<file path="config.mk">
export PLATFORM = sky130hd
export DESIGN_NAME = dvs_event_crop_ctrl
export DESIGN_NICKNAME = d
export VERILOG_FILES = /design/src/rtl/dvs_event_crop_ctrl.sv
export SDC_FILE = /design/constraint.sdc
export NUM_CORES = 1
export LEC_CHECK = 0
export BUFFER_PORTS_ARGS = -buffer_cell sky130_fd_sc_hd__buf_2
export CORE_UTILIZATION = 48
export DETAILED_ROUTE_END_ITERATION = 6
export PLACE_DENSITY = 0.76
export SYNTH_ARGS = -nofsm -noshare
export SYNTH_HDL_FRONTEND = slang
export SYNTH_SLANG_ARGS = --single-unit
</file>
<file path="constraint.sdc">
create_clock -name clk -period 3.5 [get_ports clk]
set_input_delay 0 -clock clk [delete_from_list [all_inputs] [get_ports clk]]
set_output_delay 0 -clock clk [all_outputs]
set_load 0.01 [all_outputs]
</file>
<file path="src/rtl/dvs_event_crop_ctrl.sv">
// DVS event crop controller: passes events inside a reconfigurable window, drains before reloading it.
// Optional drop counter enabled by defining DVS_CROP_DROP_COUNT_EN.
package dvs_ravens_pkg;
  localparam int unsigned DVS_X_ADDR_BITS = 8;
  localparam int unsigned DVS_Y_ADDR_BITS = 8;
endpackage

module dvs_event_crop_ctrl
  import dvs_ravens_pkg::*;
#(
  parameter int unsigned DEF_CORNER_X  = 0,
  parameter int unsigned DEF_CORNER_Y  = 0,
  parameter int unsigned DEF_WIDTH     = 100,
  parameter int unsigned DEF_HEIGHT    = 100,
  parameter int unsigned DROP_CNT_BITS = 16
) (
  input  logic                       clk,
  input  logic                       rst_n,
  input  logic                       in_valid,
  output logic                       in_ready,
  input  logic [DVS_X_ADDR_BITS-1:0] in_x,
  input  logic [DVS_Y_ADDR_BITS-1:0] in_y,
  input  logic                       in_pol,
  output logic                       out_valid,
  input  logic                       out_ready,
  output logic [DVS_X_ADDR_BITS-1:0] out_x,
  output logic [DVS_Y_ADDR_BITS-1:0] out_y,
  output logic                       out_pol,
  input  logic                       cfg_valid,
  output logic                       cfg_ready,
  input  logic [DVS_X_ADDR_BITS-1:0] cfg_corner_x,
  input  logic [DVS_X_ADDR_BITS-1:0] cfg_width,
  input  logic [DVS_Y_ADDR_BITS-1:0] cfg_corner_y,
  input  logic [DVS_Y_ADDR_BITS-1:0] cfg_height,
  output logic                       busy,
  output logic [DROP_CNT_BITS-1:0]   drop_count
);

  localparam int unsigned XW  = DVS_X_ADDR_BITS;
  localparam int unsigned YW  = DVS_Y_ADDR_BITS;
  localparam int unsigned XW1 = XW + 1;
  localparam int unsigned YW1 = YW + 1;

  typedef enum logic [1:0] {ST_RUN, ST_DRAIN, ST_LOAD} state_e;

  state_e        state_q, state_d;
  logic [XW-1:0] act_cx_q, act_cx_d, act_w_q, act_w_d;
  logic [YW-1:0] act_cy_q, act_cy_d, act_h_q, act_h_d;
  logic          out_valid_q, out_valid_d;
  logic [XW-1:0] out_x_q, out_x_d;
  logic [YW-1:0] out_y_q, out_y_d;
  logic          out_pol_q, out_pol_d;

  logic           accept;
  logic           in_win;
  logic [XW1-1:0] x_hi;
  logic [YW1-1:0] y_hi;

  // Bounds one bit wider so corner+size cannot wrap
  always_comb begin
    x_hi   = XW1'(act_cx_q) + XW1'(act_w_q);
    y_hi   = YW1'(act_cy_q) + YW1'(act_h_q);
    in_win = (in_x >= act_cx_q) && (XW1'(in_x) < x_hi) &&
             (in_y >= act_cy_q) && (YW1'(in_y) < y_hi);
  end

  assign in_ready  = (state_q == ST_RUN) && !cfg_valid && (!out_valid_q || out_ready);
  assign accept    = in_valid && in_ready;
  assign cfg_ready = (state_q == ST_LOAD);
  assign busy      = (state_q != ST_RUN);
  assign out_valid = out_valid_q;
  assign out_x     = out_x_q;
  assign out_y     = out_y_q;
  assign out_pol   = out_pol_q;

  always_comb begin
    state_d     = state_q;
    act_cx_d    = act_cx_q;
    act_cy_d    = act_cy_q;
    act_w_d     = act_w_q;
    act_h_d     = act_h_q;
    out_valid_d = out_valid_q;
    out_x_d     = out_x_q;
    out_y_d     = out_y_q;
    out_pol_d   = out_pol_q;

    case (state_q)
      ST_RUN:   if (cfg_valid) state_d = ST_DRAIN;
      ST_DRAIN: if (!out_valid_q || out_ready) state_d = ST_LOAD;
      ST_LOAD: begin
        act_cx_d = cfg_corner_x;
        act_cy_d = cfg_corner_y;
        act_w_d  = cfg_width;
        act_h_d  = cfg_height;
        state_d  = ST_RUN;
      end
      default:  state_d = ST_RUN;
    endcase

    // Out-of-window events are consumed without touching the output register
    if (accept && in_win) begin
      out_valid_d = 1'b1;
      out_x_d     = in_x;
      out_y_d     = in_y;
      out_pol_d   = in_pol;
    end else if (out_ready) begin
      out_valid_d = 1'b0;
    end
  end

  always_ff @(posedge clk or negedge rst_n) begin
    if (!rst_n) begin
      state_q     <= ST_RUN;
      act_cx_q    <= XW'(DEF_CORNER_X);
      act_cy_q    <= YW'(DEF_CORNER_Y);
      act_w_q     <= XW'(DEF_WIDTH);
      act_h_q     <= YW'(DEF_HEIGHT);
      out_valid_q <= 1'b0;
      out_x_q     <= '0;
      out_y_q     <= '0;
      out_pol_q   <= 1'b0;
    end else begin
      state_q     <= state_d;
      act_cx_q    <= act_cx_d;
      act_cy_q    <= act_cy_d;
      act_w_q     <= act_w_d;
      act_h_q     <= act_h_d;
      out_valid_q <= out_valid_d;
      out_x_q     <= out_x_d;
      out_y_q     <= out_y_d;
      out_pol_q   <= out_pol_d;
    end
  end

`ifdef DVS_CROP_DROP_COUNT_EN
  logic [DROP_CNT_BITS-1:0] drop_cnt_q, drop_cnt_d;

  // Saturating count of accepted out-of-window events
  always_comb begin
    drop_cnt_d = drop_cnt_q;
    if (accept && !in_win && (drop_cnt_q != '1)) drop_cnt_d = drop_cnt_q + DROP_CNT_BITS'(1);
  end

  always_ff @(posedge clk or negedge rst_n) begin
    if (!rst_n) drop_cnt_q <= '0;
    else        drop_cnt_q <= drop_cnt_d;
  end

  assign drop_count = drop_cnt_q;
`else
  assign drop_count = '0;
`endif

endmodule

</file>
-- Word-level counts from Yosys, hierarchy flattened
Cells that the tools add are included.
- mux-type cells: 5
- order comparisons: 4
- add/sub/neg operators: 2
- equal/unequal tests: 4
- reductions and logical operators: 14
- operators with widths (operator ; number):
    adder 8 x 8 -> 9 bit ; 2
    < comparator 8 x 9 -> 1 bit ; 2
    greater-or-equal comparator 8 bit ; 2
    logical AND 1 bit ; 7
    2-to-1 mux 2 bit ; 2
    != test 2 bit (second input constant) ; 2
    one-hot mux 2 bit (2 select lines) ; 1
    nonzero test 2 bit ; 2
    == test 2 x 1 -> 1 bit (second input constant) ; 1
    == test 2 bit (second input constant) ; 1
    logical NOT 1 bit ; 2
    logical NOT 2 bit ; 1
    2-to-1 mux 1 bit ; 2
    AND reduction 2 bit ; 1
    logical OR 1 bit ; 1
- register bits: 52
- output and inout port bits: 37
- logic and storage cells: 38
- input port bits: 54

-- Logic depth before layout (Yosys ltp)
Gate-level depths: netlist of the first run.
- depth in word-level cells: 7
- mapped depth: 15
- depth with buffers taken out: 14

-- Least setup slack after synthesis of the first run
OpenSTA, ideal clock, no wires.
- path type: reg-to-reg
- from: register act_cy_q[1]
- to: register out_pol_q, in the netlist out_pol
- data required time: 3375 ps
- path slack: 139 ps
- path buffers: 1
- clock period less this slack: 3361 ps
- stages on the path, launching flop included: 15
- data arrival time: 3236 ps
- library setup time: 125 ps
- path through: dfrtp_1 > ha_1 > a21o_1 > a21oi_1 > nor2b_1 > o21ai_0 > nor2b_1 > xor2_1 > ha_1 > a2111oi_2 > nand2_1 > o221ai_1 > o2111ai_4 > buf_6 > mux2_4
- longest elaborated chain between the ends: 4
- elaborated cells on any way between the ends: 6
- classes of those cells: add/sub (1); order compare (2); reduce/logical (3)
- RTL lines (what ; RTL line ; RTL):
    from (decl) ; 48 ; logic [YW-1:0] act_cy_q, act_cy_d, act_h_q, act_h_d;
    from (signal assigned) ; 115 ; act_cy_q <= YW'(DEF_CORNER_Y);
    from (signal assigned) ; 125 ; act_cy_q <= act_cy_d;
    adder 8 x 8 -> 9 bit / greater-or-equal comparator 8 bit (equally long branches) ; 62, 64 ;
    < comparator 8 x 9 -> 1 bit / logical AND 1 bit (equally long branches) ; 64, 63 ;
    logical AND 1 bit * ; 64 ; (in_y >= act_cy_q) && (YW1'(in_y) < y_hi);
    logical AND 1 bit * ; 101 ; if (accept && in_win) begin
    to (signal assigned) ; 131 ; out_pol_q <= out_pol_d;
    to (decl) ; 52 ; logic out_pol_q, out_pol_d;
Mark *: on every way between the ends. The rest lies on a longest branch, timed or not.
A chain may end at the register's enable or synchronous reset.

-- Worst setup path after layout of the first run
- from: register act_cx_q[0]
- to: register out_x_q[4], in the netlist out_x[4]
- longest elaborated chain between the ends: 6
- elaborated cells on any way between the ends: 7
- classes of those cells: add/sub (1); order compare (2); reduce/logical (4)
- RTL lines (what ; RTL line ; RTL):
    from (decl) ; 47 ; logic [XW-1:0] act_cx_q, act_cx_d, act_w_q, act_w_d;
    from (signal assigned) ; 114 ; act_cx_q <= XW'(DEF_CORNER_X);
    from (signal assigned) ; 124 ; act_cx_q <= act_cx_d;
    adder 8 x 8 -> 9 bit ; 61 ; x_hi = XW1'(act_cx_q) + XW1'(act_w_q);
    < comparator 8 x 9 -> 1 bit ; 63 ; in_win = (in_x >= act_cx_q) && (XW1'(in_x) < x_hi) &&
    logical AND 1 bit * (2 in a row) ; 63 ;
    logical AND 1 bit * ; 64 ;
    logical AND 1 bit * ; 101 ;
    to (signal assigned) ; 129 ; out_x_q <= out_x_d;
    to (decl) ; 50 ; logic [XW-1:0] out_x_q, out_x_d;
Marked as above.

==> qor.csv, run 1 <==
stage;metric;value;unit
status;run status;completed;
cells_and_area;layout cells sized above 1;32.7;%
cells_and_area;Final Cell Area;4480;µm²
setup_path;WP data arrival;3.53;ns
setup_path;Required @ worst endpoint;3.70;ns
timing;final count of pins violating max slew;0;
floorplan;# IOs;91;
timing;Peak Freq;0.301;GHz
floorplan;effective utilization at floorplan;49.6;%
pwr;internal power consumption;2.38;mW
yosys;number of synthesized register bits;52;
floorplan;total core area;6790;µm²
drt;final routed wirelength across all metal layers;7050;µm
yosys;Avg Synthesized Cell Area;11.0;µm²
yosys;Cell variety after synth;44;
setup_path;number of cells traversed by the worst register-to-register path;15;
grt;remaining global-route overflow;0;
drt;count of unresolved DRC violations after routing;0;
placement;number of buffers added on ports;74;
cts;TritonCTS clock tree;yes;
cells_and_area;final antenna diode count;0;
grt;via count of the first global-routing pass;2682;
pwr;static leakage;2.21;nW
timing;final worst clock skew;0.00892;ns
cts;clock root cell;sky130_fd_sc_hd__clkbuf_8;
setup_path;Worst Setup Start Kind;register;
pwr;sequential fraction of design power;26.7;%
timing;final setup fails;0;
cells_and_area;Layout area overhead;33.0;%
drt;vias after detailed routing;2650;
timing;period utilization;95.0;%
setup_path;cell with the biggest individual delay on the critical path;sky130_fd_sc_hd__fa_1;
yosys;area of the mapped netlist;3370;µm²
timing;shortest clock period the worst path allows after layout;3.32;ns
cts;Inserted Clock Buffers;5;
yosys;number of warnings issued by yosys;0;
yosys;most common flop cell mapped by yosys;sky130_fd_sc_hd__dfrtp_1;
timing;normalized max-slew margin;35.7;%
setup_path;cell repeated most along the worst path;sky130_fd_sc_hd__ha_1;
drt;number of nets with antenna violations after detailed routing;0;
yosys;post-synth top area share;34.2;%
cells_and_area;final net count;542;
grt;largest net degree at the start of global routing;53;
yosys;Post-Syn Instances;307;
cts;source-to-sink clock delay at the later pin of the worst-skew pair;0.31;ns
placement;final RePlAce weighted congestion;0.832;
yosys;number of flops mapped to enable cells by yosys;0;
pwr;switching power;1.70;mW
placement;Placed Instances;478;
yosys;area leader, netlist;sky130_fd_sc_hd__dfrtp_1;
placement;Final HPWL DP;5170;µm
grt;global-route wire length before repair;11800;µm
cts;CTS H-tree depth;2;
floorplan;row count;30;
cts;Post CTS Setup Buffer Count;0;
yosys;cells taking the most area after synthesis;sky130_fd_sc_hd__dfrtp_1 (34%), sky130_fd_sc_hd__ha_1 (17%), sky130_fd_sc_hd__mux2_2 (8.4%), sky130_fd_sc_hd__dfstp_2 (4.7%), sky130_fd_sc_hd__mux2_4 (4.0%);
timing;Final Hold Vio Count;0;
drt;iteration count of the initial detailed-routing pass;4;
cts;TritonCTS sink count;52;
cells_and_area;non-filler cells, final;537;
setup_path;longest individual stage delay on the worst path;0.40;ns
setup_path;Setup CP Type;register to register;
cts;clock transition time at the flip-flop clock pins of the worst setup and hold paths;0.09;ns
yosys;sequential element share of the synthesized area;38.9;%
cts;Max Buffers Root-to-Sink;2;
floorplan;width of the die;85.8;µm
pwr;total power divided by cell area;909;nW/µm²
yosys;Async SR Flop Fraction;100;%
pwr;peak supply drop;0.439;mV
drt;average via count per standard cell;4.93;
cells_and_area;fill cell instance count of the final layout;532;
grt;initial antenna violation count;0;
job;max-cap violations;0;
grt;global-route usage over all layers;20.4;%
timing;worst slew pin tran;0.962;ns
setup_path;kind of capture point of the worst setup path;register;
setup_path;cell chain of the critical path;ha_1, inv_1, fa_1, nor2b_1, o21a_1, o21ai_1, a21oi_2, xnor2_1, ha_1, a211oi_1, nand3_1, o21ai_2, o2111ai_4, buf_12, mux2_4;
drt;Starting DRT DRC Count;56;
drt;post-DR wirelength/cell;13.1;µm
worst_hold_path;Min-Delay Path Depth;3;
floorplan;die height;85.8;µm
floorplan;DIE AREA;7360;µm²
worst_hold_path;Worst Hold Class;input pin to register;
placement;post-placement cell area;3840;µm²
setup_path;largest fanout of any net on the critical path;12;
pwr;Switching Fraction;41.6;%
pwr;part of the power in the clock network;8.8;%
pwr;logic gate share of total power;64.5;%
yosys;most used standard cells in the synthesized netlist;sky130_fd_sc_hd__dfrtp_1 (46), sky130_fd_sc_hd__ha_1 (46), sky130_fd_sc_hd__mux2_2 (25), sky130_fd_sc_hd__inv_1 (22), sky130_fd_sc_hd__o21ai_0 (21);
## stage by stage
step | hold WS [ns] | power, mW | utilization (%) | setup slack [ns] | TNS (ns)
2_1_floorplan | -0.296 | 2.97 | - | 0.139 | 0
3_3_place_gp | 0.147 | 3.49 | 56.6 | 0.148 | 0
3_5_place_dp | 0.151 | 3.58 | 56.6 | 0.0775 | 0
4_1_cts | 0.0216 | 4.00 | 65.5 | 0.0558 | 0
5_1_grt | 0.0517 | 4.49 | 65.9 | -0.0692 | -0.949
6_report | 0.0380 | 4.07 | 65.9 | 0.176 | 0
## flip-flops by register name, indices dropped and copies added, names as in the netlist
signal     count
act_w_q        8
out_y          8
out_x          8
act_h_q        8
act_cy_q       8
state_q        2
act_cx_q       8
out_pol        1
out_valid      1
## worst paths after layout
path                                          from                 endpoint  slack [ns]
max reg2reg                act_cx_q[0]$_DFFE_PN0P_     out_x[4]$_DFFE_PN0P_        0.18
min in group asynchronous                    rst_n     out_x[7]$_DFFE_PN0P_        0.34
min                                      out_ready    out_valid$_DFFE_PN0P_        0.04
max                        act_cx_q[0]$_DFFE_PN0P_     out_x[4]$_DFFE_PN0P_        0.18
min reg2reg                 state_q[1]$_DFFE_PN0P_   state_q[0]$_DFFE_PN0P_        0.49
max in group asynchronous                    rst_n  act_cy_q[6]$_DFFE_PN0P_        2.72
## repair_timing
item / 4_1_cts / 5_1_grt
hold endpoints to repair: 96 / 0
hold buffers: 51 / 0
setup endpoints to repair: 0 / 17
resized for setup: 0 / 9
## cell families (layout without fill, tap and decap cells)
logic type / Yosys count / in the layout / synth area share (%)
DFF: 52 / 52 / 38.9
muxes: 35 / 35 / 12.7
AOI/OAI and AO/OA: 61 / 61 / 12.0
xor gates and xnor gates: 11 / 11 / 2.86
other: 1 / 16 / 0.111
adders and majority gates: 48 / 48 / 18.3
buffers and inverters: 44 / 163 / 6.91
and+or+nand+nor: 55 / 55 / 8.32
## layer usage
metal  vias to the layer above  global-route usage [%]  share of wire [%]
li1                       1319                       -                  -
met1                      1265                    23.6                 44
met2                        57                    38.1                 52
met3                         9                    4.23                3.3
met4                         0                    5.61                1.3
met5                         -                       0                  0
## power by group through the flow
stage / clock network (mW) / logic, mW / registers (mW)
detailed placement: 0 / 2.47 / 1.10
global placement: 0 / 2.40 / 1.09
floorplan: 0 / 1.86 / 1.11
global route: 0.394 / 2.97 / 1.13
finish: 0.359 / 2.62 / 1.09
CTS: 0.372 / 2.53 / 1.09
## critical path, delay by kind of cell, from the launching register on
family | cells | cell delay, ns
XOR/XNOR | 1 | 0.13
multiplexers | 1 | 0.30
buffers and inverters | 2 | 0.25
flip-flops | 1 | 0.39
AND/OR/NAND/NOR | 2 | 0.28
adder cells (fa/ha/maj) | 3 | 0.88
AO/OA/AOI/OAI | 6 | 0.97
## cell usage in the layout, fill, tap and decap left out, types with 3 or more instances in the layout
cell and n:
sky130_fd_sc_hd__a211oi_2 3, sky130_fd_sc_hd__a21o_1 4, sky130_fd_sc_hd__a21oi_1 12, sky130_fd_sc_hd__a21oi_2 4, sky130_fd_sc_hd__buf_2 74, sky130_fd_sc_hd__buf_4 7, sky130_fd_sc_hd__clkbuf_8 6, sky130_fd_sc_hd__conb_1 16
sky130_fd_sc_hd__dfrtp_1 46, sky130_fd_sc_hd__dfstp_2 6, sky130_fd_sc_hd__dlygate4sd3_1 51, sky130_fd_sc_hd__ha_1 46, sky130_fd_sc_hd__inv_1 22, sky130_fd_sc_hd__mux2_2 25, sky130_fd_sc_hd__mux2_4 9, sky130_fd_sc_hd__nand2_1 20
sky130_fd_sc_hd__nand2b_1 4, sky130_fd_sc_hd__nand3_1 7, sky130_fd_sc_hd__nand4_1 4, sky130_fd_sc_hd__nor2_1 7, sky130_fd_sc_hd__nor2b_1 6, sky130_fd_sc_hd__o21a_1 4, sky130_fd_sc_hd__o21ai_0 19, sky130_fd_sc_hd__xnor2_1 4
sky130_fd_sc_hd__xor2_1 7
## area by class of cell
class / instances / area, µm² / area share, %
clock buffer: 7 / 86.3 / 1.93
clock inverter: 1 / 7.51 / 0.168
inverter: 22 / 82.6 / 1.84
multi-input combinational: 226 / 1920 / 42.9
sequential: 52 / 1310 / 29.2
tap: 96 / 120 / 2.68
timing repair buffer: 133 / 953 / 21.3
Note: power is estimated with default switching activity, not from simulation.
==> inputs of run 2 (changes only) <==
--- a/config.mk
+++ b/config.mk
@@ -6,7 +6,9 @@
 export NUM_CORES = 1
 export LEC_CHECK = 0
 export BUFFER_PORTS_ARGS = -buffer_cell sky130_fd_sc_hd__buf_2
-export CORE_UTILIZATION = 48
+export CELL_PAD_IN_SITES_DETAIL_PLACEMENT = 0
+export CELL_PAD_IN_SITES_GLOBAL_PLACEMENT = 1
+export CORE_UTILIZATION = 37
 export DETAILED_ROUTE_END_ITERATION = 6
 export PLACE_DENSITY = 0.76
 export SYNTH_ARGS = -nofsm -noshare
==> run 2 against run 1 <==
Largest cell class unchanged. Sequential share of layout area down 0.81 points. Critical path depth is 1 lower. Clock power down 6.7%. Combinational power rose by 12%. Critical path type unchanged. Non-clock buffer count increased by 8. Via count rose by 0.68%. Register-to-register slack worse by 0.02 ns. Clock skew grew 0.0048 ns. Maximum frequency shrank 0.51%. Global-route usage is 4.1 points lower. Highest routed layer unchanged. Critical endpoint is now out_y[3]$_DFFE_PN0P_.
==> qor.csv, run 2 (synthesis gave the netlist of run 1 again) <==
stage;metric;value;unit
status;run status;completed;
setup_path;worst-case register-to-register setup slack;0.16;ns
cts;Max Buffers Root-to-Sink;2;
timing;final count of pins violating max slew;0;
floorplan;die height;97.4;µm
placement;number of buffers added on ports;74;
pwr;switching power;1.83;mW
grt;largest net degree at the start of global routing;33;
setup_path;number of cells traversed by the worst register-to-register path;14;
timing;period utilization;95.4;%
drt;number of nets with antenna violations after detailed routing;0;
worst_hold_path;Worst Hold Class;input pin to register;
floorplan;width of the die;97.4;µm
setup_path;WP data arrival;3.53;ns
cts;source-to-sink clock delay at the later pin of the worst-skew pair;0.31;ns
setup_path;cell with the biggest individual delay on the critical path;sky130_fd_sc_hd__dfrtp_1;
setup_path;Setup CP Type;register to register;
timing;Setup WS post-layout;0.159;ns
timing;Setup TNS Final;0;ns
floorplan;row count;34;
setup_path;Worst Setup Start Kind;register;
timing;final worst clock skew;0.0137;ns
floorplan;DIE AREA;9490;µm²
setup_path;cell chain of the critical path;ha_1, a21o_1, a21oi_2, nor2b_1, o21a_1, o41a_1, xnor2_1, ha_2, nor2_1, a211oi_2, o21ai_2, o2111ai_4, clkbuf_16, mux2_2;
floorplan;total core area;8760;µm²
floorplan;effective utilization at floorplan;38.4;%
pwr;sequential fraction of design power;25.1;%
setup_path;Worst setup endpoint;out_y[3]$_DFFE_PN0P_;
pwr;peak supply drop;0.365;mV
cells_and_area;most common cell after layout, fill and taps aside;sky130_fd_sc_hd__buf_2;
cells_and_area;final net count;550;
setup_path;kind of capture point of the worst setup path;register;
timing;Final Hold Vio Count;0;
setup_path;Required @ worst endpoint;3.69;ns
cts;clock transition time at the flip-flop clock pins of the worst setup and hold paths;0.10;ns
floorplan;# IOs;91;
grt;remaining global-route overflow;0;
cells_and_area;utilization of the core after routing;52.6;%
placement;final RePlAce weighted congestion;0.842;
setup_path;largest fanout of any net on the critical path;5;
cts;TritonCTS sink count;52;
drt;count of unresolved DRC violations after routing;0;
pwr;Switching Fraction;42.0;%
cells_and_area;Final Cell Area;4610;µm²
timing;worst slack on hold paths;0.0307;ns
pwr;static leakage;2.26;nW
drt;final routed wirelength across all metal layers;7760;µm
cells_and_area;non-filler cells, final;557;
cells_and_area;Layout area overhead;36.8;%
cells_and_area;layout cells sized above 1;35.2;%
grt;global-route wire length before repair;12500;µm
placement;Final HPWL DP;5740;µm
cts;clock root cell;sky130_fd_sc_hd__clkbuf_8;
setup_path;number of cells on the critical path;14;
placement;post-placement cell area;3860;µm²
drt;Starting DRT DRC Count;53;
setup_path;CP startpoint;act_cx_q[1]$_DFFE_PN0P_;
pwr;internal power consumption;2.53;mW
cells_and_area;commonest cells after routing, fill and taps aside;sky130_fd_sc_hd__buf_2 (74), sky130_fd_sc_hd__dlygate4sd3_1 (51), sky130_fd_sc_hd__dfrtp_1 (46);
timing;shortest clock period the worst path allows after layout;3.34;ns
cells_and_area;final antenna diode count;0;
grt;via count of the first global-routing pass;2706;
drt;vias after detailed routing;2668;
cts;TritonCTS clock tree;yes;
timing;RSZ-0062 raised after global routing;yes;
pwr;logic gate share of total power;67.2;%
drt;iteration count of the initial detailed-routing pass;4;
drt;post-DR wirelength/cell;13.9;µm
setup_path;kind of cell with the highest combined delay on the critical path;compound AO/OA/AOI/OAI gates;
job;max-cap violations;0;
placement;Placed Instances;490;
cells_and_area;fill cell instance count of the final layout;814;
pwr;Design Power;4.35;mW
cts;CTS H-tree depth;2;
grt;initial antenna violation count;0;
timing;normalized max-slew margin;64.1;%
cts;Inserted Clock Buffers;5;
setup_path;launching point of the worst reg2reg path;act_cx_q[1]$_DFFE_PN0P_;
setup_path;number of buffer and inverter instances along the worst setup path;1;
pwr;part of the power in the clock network;7.7;%
setup_path;longest individual stage delay on the worst path;0.39;ns
setup_path;worst reg2reg path endpoint;out_y[3]$_DFFE_PN0P_;
grt;global-route usage over all layers;16.3;%
timing;worst slew pin tran;0.525;ns
drt;average via count per standard cell;4.79;
timing;Peak Freq;0.299;GHz
pwr;total power divided by cell area;945;nW/µm²
placement;post-placement worst setup slack;0.00636;ns
timing;final setup fails;0;
## run 2: worst min-delay path by stage
stage | to | slack [ns] | depth (start not counted) | startpoint
6_report | out_valid$_DFFE_PN0P_ | 0.03 | 3 | out_ready
2_1_floorplan | act_cx_q[0]$_DFFE_PN0P_ | -0.30 | 0 | rst_n
4_1_cts | out_y[3]$_DFFE_PN0P_ | 0.005 | 2 | in_y[3]
5_1_grt | out_valid$_DFFE_PN0P_ | 0.03 | 3 | out_ready
3_5_place_dp | out_pol$_DFFE_PN0P_ | -0.01 | 1 | rst_n
3_3_place_gp | out_pol$_DFFE_PN0P_ | -0.02 | 1 | rst_n
## run 2: area by class of cell
type                       count  area, µm²  area share, %
clock inverter                 1       5.00          0.109
timing repair buffer         141       1030           22.5
tap                          108        135           2.93
sequential                    52       1310           28.4
clock buffer                   7       76.3           1.66
inverter                      22       82.6           1.79
multi-input combinational    226       1970           42.7
## run 2: worst reg2reg max path, delay by kind of cell, from the launching register on
kind / cells / cell delay (ns)
compound gates: 7 / 1.44
xor+xnor: 1 / 0.14
fa+ha+maj: 2 / 0.61
buf+inv: 1 / 0.21
flops: 1 / 0.39
mux: 1 / 0.33
simple gates: 2 / 0.11
## run 2: repair_timing
action                                  4_1_cts  5_1_grt
hold buffers                                 50        1
hold endpoints to repair                     69        1
endpoints found under the setup margin        3       17
gates resized for setup                       1       18
setup buffers                                 0        7
pin swaps                                     0       13
cloned                                        0        1
## run 2: power groups by stage
stage / registers, mW / clock network (mW) / logic, mW
after floorplan: 1.11 / 0 / 1.86
after global placement: 1.09 / 0 / 2.44
after global routing: 1.13 / 0.376 / 3.28
final: 1.09 / 0.335 / 2.93
after detailed placement: 1.11 / 0 / 2.54
after CTS: 1.09 / 0.357 / 2.62
## run 2: metal layers
metal | vias to the layer above | GRT usage [%] | part of all wire [%]
met5 | - | 0 | 0
met4 | 0 | 5.54 | 1.6
met3 | 9 | 2.52 | 2.6
li1 | 1327 | - | -
met1 | 1280 | 20.7 | 44
met2 | 52 | 28.1 | 52
